### config.mk
export PLATFORM = sky130hd
export DESIGN_NAME = move_checker_knight
export DESIGN_NICKNAME = d
export VERILOG_FILES = /design/src/rtl/zezima_pkg.sv /design/src/rtl/knight_delta_check.sv /design/src/rtl/move_checker_knight.sv
export SDC_FILE = /design/constraint.sdc
export NUM_CORES = 1
export LEC_CHECK = 0
export ABC_CLOCK_PERIOD_IN_PS = 800
export CAP_MARGIN = 40
export CORE_MARGIN = 3
export CORE_UTILIZATION = 40
export DETAILED_ROUTE_END_ITERATION = 10
export HOLD_SLACK_MARGIN = 0.08
export PLACE_DENSITY = 0.77
export SYNTH_ARGS = -nofsm -noshare
export SYNTH_HDL_FRONTEND = slang
export SYNTH_SLANG_ARGS = --single-unit
### constraint.sdc
create_clock -name clk -period 0.8 [get_ports clk]
set_input_delay 0.16 -clock clk [delete_from_list [all_inputs] [get_ports clk]]
set_output_delay 0.16 -clock clk [all_outputs]
set_load 0.005 [all_outputs]
### src/rtl/zezima_pkg.sv
// Shared chess encodings: piece types, colours, files/ranks, and the bit
// layout of the 10-bit piece word and the 16-bit move word.
package zezima_pkg;

  typedef enum logic [2:0] {
    EMPTY  = 3'd0,
    PAWN   = 3'd1,
    KNIGHT = 3'd2,
    BISHOP = 3'd3,
    ROOK   = 3'd4,
    QUEEN  = 3'd5,
    KING   = 3'd6
  } piece_type_e;

  typedef enum logic {
    WHITE = 1'b0,
    BLACK = 1'b1
  } color_e;

  typedef enum logic [2:0] {
    FILE_A, FILE_B, FILE_C, FILE_D, FILE_E, FILE_F, FILE_G, FILE_H
  } file_e;

  typedef enum logic [2:0] {
    RANK_ONE, RANK_TWO, RANK_THREE, RANK_FOUR,
    RANK_FIVE, RANK_SIX, RANK_SEVEN, RANK_EIGHT
  } rank_e;

  // Piece word: {type[9:7], col[6:4], row[3:1], color[0]}
  localparam int PIECE_TYPE_LSB  = 7;
  localparam int PIECE_COL_LSB   = 4;
  localparam int PIECE_ROW_LSB   = 1;
  localparam int PIECE_COLOR_BIT = 0;

  // Move word: {2'b00, promo, capture, src_col, src_row, dest_col, dest_row}
  localparam int MOVE_PROMO_BIT    = 13;
  localparam int MOVE_CAPTURE_BIT  = 12;
  localparam int MOVE_SRC_COL_LSB  = 9;
  localparam int MOVE_SRC_ROW_LSB  = 6;
  localparam int MOVE_DEST_COL_LSB = 3;
  localparam int MOVE_DEST_ROW_LSB = 0;

endpackage

### src/rtl/knight_delta_check.sv
// Combinational knight geometry test: true when the square offset is an L
// shape, i.e. (|dc|,|dr|) is (1,2) or (2,1).
module knight_delta_check (
  input  logic [2:0] src_col,
  input  logic [2:0] src_row,
  input  logic [2:0] dest_col,
  input  logic [2:0] dest_row,
  output logic       match
);

  logic signed [3:0] dc;
  logic signed [3:0] dr;
  logic [3:0]        abs_dc;
  logic [3:0]        abs_dr;

  // Zero-extending to 4 bits keeps 0->7 as a distance of 7 rather than -1.
  assign dc = $signed({1'b0, dest_col}) - $signed({1'b0, src_col});
  assign dr = $signed({1'b0, dest_row}) - $signed({1'b0, src_row});

  assign abs_dc = dc[3] ? -dc : dc;
  assign abs_dr = dr[3] ? -dr : dr;

  assign match = ((abs_dc == 4'd1) && (abs_dr == 4'd2)) ||
                 ((abs_dc == 4'd2) && (abs_dr == 4'd1));

endmodule

### src/rtl/move_checker_knight.sv
// Registered knight-move legality checker and move formatter.
// Define MCK_SRC_TYPE_CHECK_EN to also require the source piece to be a KNIGHT.
module move_checker_knight
  import zezima_pkg::*;
(
  input  logic        clk,
  input  logic        rst,
  input  logic [9:0]  src_piece,
  input  logic [9:0]  dest_piece,
  output logic        valid,
  output logic [15:0] formatted_move
);

  logic [2:0] src_type, src_col, src_row;
  logic [2:0] dest_type, dest_col, dest_row;
  logic       src_color, dest_color;

  assign src_type   = src_piece[PIECE_TYPE_LSB +: 3];
  assign src_col    = src_piece[PIECE_COL_LSB +: 3];
  assign src_row    = src_piece[PIECE_ROW_LSB +: 3];
  assign src_color  = src_piece[PIECE_COLOR_BIT];
  assign dest_type  = dest_piece[PIECE_TYPE_LSB +: 3];
  assign dest_col   = dest_piece[PIECE_COL_LSB +: 3];
  assign dest_row   = dest_piece[PIECE_ROW_LSB +: 3];
  assign dest_color = dest_piece[PIECE_COLOR_BIT];

  logic geom_ok;

  knight_delta_check u_delta (
    .src_col  (src_col),
    .src_row  (src_row),
    .dest_col (dest_col),
    .dest_row (dest_row),
    .match    (geom_ok)
  );

  logic        dest_empty;
  logic        occ_ok;
  logic        src_ok;
  logic        valid_d;
  logic [15:0] move_d;

  assign dest_empty = (dest_type == EMPTY);
  assign occ_ok     = dest_empty || (dest_color != src_color);

`ifdef MCK_SRC_TYPE_CHECK_EN
  assign src_ok = (src_type == KNIGHT);
`else
  assign src_ok = (src_type != EMPTY);
`endif

  // NOTE: every output of a combinational block gets a default first, so no
  // path leaves it unassigned and no latch is inferred.
  always_comb begin
    valid_d = 1'b0;
    move_d  = '0;
    if (geom_ok && occ_ok && src_ok) begin
      valid_d                             = 1'b1;
      move_d[MOVE_PROMO_BIT]              = 1'b0;
      move_d[MOVE_CAPTURE_BIT]            = !dest_empty;
      move_d[MOVE_SRC_COL_LSB +: 3]       = src_col;
      move_d[MOVE_SRC_ROW_LSB +: 3]       = src_row;
      move_d[MOVE_DEST_COL_LSB +: 3]      = dest_col;
      move_d[MOVE_DEST_ROW_LSB +: 3]      = dest_row;
    end
  end

  // NOTE: state registers use non-blocking assignments so every flop samples
  // its inputs from before the edge.
  always_ff @(posedge clk or posedge rst) begin
    if (rst) begin
      valid          <= 1'b0;
      formatted_move <= '0;
    end else begin
      valid          <= valid_d;
      formatted_move <= move_d;
    end
  end

endmodule

Yosys cells after proc, flatten, opt, wreduce, memory -nomap -nowiden
Index checks and enable logic that the tools add are counted.
Storage, ports and cells
  flip-flop bits (word level): 15
  bits of input ports: 22
  output and inout bits: 17
  logic and storage cells: 24
Operators by class
  add/subtract/negate cells: 4
  eq/ne operators: 5
  mux-type cells: 4
  reduce and logical (&&, ||, !) cells: 9
Operator list (number)
  $mux W13: 1
  $eq A4 B1 Y1 const B: 2
  $eq A4 B2 Y1 const B: 2
  $mux W4: 2
  $neg A4 Y4: 2
  $sub A3 B3 Y4: 2
  $logic_and A1 B1 Y1: 4
  $logic_not A3 Y1: 1
  $reduce_bool A3 Y1: 1
  $logic_or A1 B1 Y1: 2
  $logic_not A1 Y1: 1
  $mux W1: 1
  $ne A1 B1 Y1: 1

Longest topological paths before layout
  word-level depth: 9
  depth in mapped cells: 11
  mapped depth without buffers: 10

Modules after synthesis
A second synthesis with hierarchy kept.
Second synthesis, totals
  cells, all modules: 93
  area, all modules: 964.7 um^2
By module, submodules not included
  move_checker_knight: times used 1, cells an instance 51, area an instance 629.4 um^2
  knight_delta_check: times used 1, cells an instance 42, area an instance 335.3 um^2

Least setup slack after synthesis
Ideal clock, no wire load.
  path kind: input port to flip-flop
  start point: in dest_piece[1]
  end point: reg formatted_move[10]
  setup time: 0.066 ns
  arrival: 2.342 ns
  setup slack: -1.608 ns
  cell stages on the path: 11
  cell sequence: inv_1 -> ha_1 -> inv_1 -> fa_1 -> inv_1 -> ha_1 -> or3b_1 -> a22o_1 -> a2111oi_4 -> buf_6 -> and2_1
Between the ends
  word-level cells in the longest chain between the ends: 9
Ends and longest elaborated chain
  start: declaration: line move_checker_knight.sv:9  | input logic [9:0] dest_piece,
  $sub A3 B3 Y4 (*): line knight_delta_check.sv:18  | assign dr = $signed({1'b0, dest_row}) - $signed({1'b0, src_row});
  $neg A4 Y4: line knight_delta_check.sv:21  | assign abs_dr = dr[3] ? -dr : dr;
  $mux W4 (*): line knight_delta_check.sv:21
  $eq A4 B2 Y1 or $eq A4 B1 Y1 (tied branches): line knight_delta_check.sv:23, knight_delta_check.sv:24
  $logic_and A1 B1 Y1, on equally long branches: line knight_delta_check.sv:23, knight_delta_check.sv:24
  $logic_or A1 B1 Y1 (*): line knight_delta_check.sv:23  | assign match = ((abs_dc == 4'd1) && (abs_dr == 4'd2)) ||
  $logic_and A1 B1 Y1 (*) (2 in series): line move_checker_knight.sv:57  | if (geom_ok && occ_ok && src_ok) begin
  $mux W13 (*): line move_checker_knight.sv:57
  net move_d[10]: line move_checker_knight.sv:41  | logic [15:0] move_d;
  end signal: assignment: line move_checker_knight.sv:76  | formatted_move <= move_d;
  end: declaration: line move_checker_knight.sv:11  | output logic [15:0] formatted_move
Mark *: on every way through the listed nets, which the timed path passes. The rest lies on a longest branch.

Final worst setup path
  start point: in dest_piece[1]
  end point: reg formatted_move[1]
Same word-level chain as after synthesis.

==> results_dict.tcl <==
set metrics [dict create \
    outcome "finished, violations left" \
    violated_checks "setup timing" \
    post_layout_cell_count 165 \
    worstPathMaxFanout 7 \
    synth_cells 82 \
    synth.yosys.seq_area_share_pct 39.8 \
    sequential_cell_area_um2 350 \
    cell_row_count 16 \
    clock_root_buffer_master "sky130_fd_sc_hd__clkbuf_4" \
    grt_pass1_wl_um 3260 \
    postPlaceCellArea_um2 1400 \
    cts_tree "yes" \
    timing_worst_slew_pin_value_ns 0.471 \
    hp-class "in -> reg" \
    worstPathArrival_ns 2.57 \
    cts-hold-fix-buffers 0 \
    async_reset_ff_share_pct 100 \
    power_leakage_nw 0.728 \
    slew-limit-headroom_pct 67.8 \
    avgRoutedWirePerCell_um 12.3 \
    drt_iter0_drc 6 \
    worstSetupEndpointType "register" \
    timing_max_transition_violations_final 0 \
    rsz0062_at_grt "true" \
    fin_crit_ns 2.35 \
    sink_count_of_the_clock_tree 14 \
    gp_routability_congestion 0.726 \
    post_route_cells_drive_above_1_share_pct 41.3 \
    timing.setup.critical_path_class "in -> reg" \
    ctsHtreeMaxLevel 1 \
    die_w_um 52.9 \
    postLayoutCellArea_um2 1430 \
    cellPowerDensity_nw_per_um2 1300 \
    timing.final.crit_share_pct 293 \
    critical_path_required_ns 1.02 \
    grt_pass1_vias 766 \
    dp_slack_ns -2.31 \
    post_synthesis_cell_area_um2 881 \
    floorplan.die_area_um2 2800 \
    clockBufferDepth 2 \
    drt.antenna.violating_nets 0 \
    detail_route.vias_per_cell 4.76 \
    finish.net_count 170 \
    number_of_diodes_added_for_antenna_fixing 0 \
    worst_path_setup_slack_after_routing_ns -1.55 \
    drt_pre_antenna_iters 4 \
    yosys_register_bits 14 \
    clk_pin_slew_worst_paths_ns 0.08 \
    finalHoldViolCount 0 \
    portBuffers 35 \
    multi_input_comb_area_um2 529 \
    synth.avg_cell_area_um2 10.7 \
    main_synth_ff_type "sky130_fd_sc_hd__dfrtp_1" \
    core_region_area_um2 2020 \
    max_freq_mhz 426 \
    fillcell_total 145 \
    max_cap_viol_count 0 \
    global_route.overflow_total 0 \
    floorplan.initialDensity_pct 43.6 \
    vdd.ir_drop.worst_mv 0.725 \
    height_of_the_chip_um 52.9 \
    timing.setup.tns_ns -22.73 \
    cts_inserted_buffers 3 \
    grt_antenna_before_repair 0 \
    grtUsageTotal_pct 16.3 \
    design.portCount 39 \
    hpwlAfterDp_um 1640 \
    via_count 786 \
    yosysWarningCount 0 \
    grt_start_max_net_pins 15 \
    areaGrowthSynthToFinish_pct 62.5 \
    synth_edf_count 0 \
    synth.lib_cells_used.distinct 33 \
    dp_cells 158 \
    drcViolationCount 0 \
    finish_stage_setup_viols 28 \
    drt-total-wl_um 2020 \
    critical_path.startpoint_type "input pin" \
]
-- cells by family after synthesis --
| group | Yosys count | share of synthesized area (%) |
|---|---|---|
| other cells | 1 | 0.426 |
| xor+xnor | 3 | 2.98 |
| compound gates | 13 | 13.6 |
| simple gates | 27 | 20.2 |
| fa+ha+maj | 9 | 14.5 |
| flops | 14 | 39.8 |
| buf+inv | 15 | 8.52 |
-- layout by cell type (no fill, tap or decap), types with 2 or more instances in the layout --
cell,netlist,routed
sky130_fd_sc_hd__buf_4,3,18
sky130_fd_sc_hd__clkdlybuf4s50_1,0,15
sky130_fd_sc_hd__buf_2,0,15
sky130_fd_sc_hd__dfrtp_1,14,14
sky130_fd_sc_hd__and2_1,11,8
sky130_fd_sc_hd__inv_1,11,7
sky130_fd_sc_hd__inv_2,0,3
sky130_fd_sc_hd__nand4_1,3,3
sky130_fd_sc_hd__and2_4,0,3
sky130_fd_sc_hd__ha_1,7,3
sky130_fd_sc_hd__ha_4,0,3
sky130_fd_sc_hd__conb_1,1,3
sky130_fd_sc_hd__clkbuf_4,0,3
sky130_fd_sc_hd__a21oi_1,2,2
sky130_fd_sc_hd__xor2_1,2,2
sky130_fd_sc_hd__nand2b_1,2,2
sky130_fd_sc_hd__a211oi_1,2,2
sky130_fd_sc_hd__fa_1,2,2
sky130_fd_sc_hd__clkbuf_2,0,2
sky130_fd_sc_hd__dlygate4sd2_1,0,2
sky130_fd_sc_hd__buf_12,0,2
-- cell type report --
cell class | count | area share [%]
sequential | 14 | 24.5
inverter | 11 | 3.76
clock buffer | 4 | 2.53
multi-input combinational | 55 | 37.0
timing repair buffer | 54 | 29.9
tap | 27 | 2.36
-- synthesized netlist by cell type, types with 2 or more instances --
master / number / share of area, %
sky130_fd_sc_hd__dfrtp_1: 14 / 40
sky130_fd_sc_hd__and2_1: 11 / 7.8
sky130_fd_sc_hd__inv_1: 11 / 4.7
sky130_fd_sc_hd__ha_1: 7 / 9.9
sky130_fd_sc_hd__buf_4: 3 / 2.6
sky130_fd_sc_hd__nand4_1: 3 / 2.1
sky130_fd_sc_hd__a211oi_1: 2 / 1.7
sky130_fd_sc_hd__a21oi_1: 2 / 1.1
sky130_fd_sc_hd__fa_1: 2 / 4.5
sky130_fd_sc_hd__nand2b_1: 2 / 1.4
sky130_fd_sc_hd__nor2b_1: 2 / 1.4
sky130_fd_sc_hd__xor2_1: 2 / 2.0
-- sequential cells by signal, indices dropped and copies added, names as in the netlist --
name,count
formatted_move,13
valid,1
-- final timing paths --
kind / from / slack [ns] / to / cells after the start
max: dest_piece[1] / -1.55 / formatted_move[1]$_DFF_PP0_ / 12
min: src_piece[2] / 0.13 / formatted_move[7]$_DFF_PP0_ / 2
max in group asynchronous: rst / 0.49 / formatted_move[11]$_DFF_PP0_ / 3
min in group asynchronous: rst / 0.20 / formatted_move[0]$_DFF_PP0_ / 3
-- where the power goes --
part	internal (mW)	total (mW)	switching, mW	leakage (nW)
clock	0.277	0.486	0.209	0.0210
sequential	0.717	0.719	0.00202	0.195
combinational	0.377	0.658	0.281	0.512
-- stage by stage --
step                power [mW]  util (%)  hold slack (ns)
CTS                       1.84      69.0            0.132
detailed placement        1.34      69.1            0.501
global placement          1.32      69.1            0.481
finish                    1.86      70.8            0.127
global route              1.98      70.8            0.122
floorplan                 1.05         -           0.0492
-- layer usage --
layer,GRT usage [%],share of wire (%),wire length [µm]
met1,17.3,40,803
met2,29.5,51,1030
met3,1.97,6.1,124
met4,11.5,3.5,70
met5,0,0,0
-- worst max-delay path: stages --
cell	delay (ns)
sky130_fd_sc_hd__buf_12	0.11
sky130_fd_sc_hd__inv_12	0.04
sky130_fd_sc_hd__ha_4	0.11
sky130_fd_sc_hd__inv_2	0.03
sky130_fd_sc_hd__fa_1	0.50
sky130_fd_sc_hd__inv_1	0.05
sky130_fd_sc_hd__ha_1	0.26
sky130_fd_sc_hd__or3b_4	0.37
sky130_fd_sc_hd__a22o_4	0.24
sky130_fd_sc_hd__a2111oi_4	0.33
sky130_fd_sc_hd__buf_4	0.22
sky130_fd_sc_hd__and2_4	0.14
-- timing repair --
action / 4_1_cts / 5_1_grt
gates cloned: 1 / 0
setup buffers: 2 / 0
pin swaps: 12 / 3
endpoints found under the setup margin: 28 / 28
gates resized for setup: 80 / 12
Note: power is estimated with default switching activity, not from simulation.
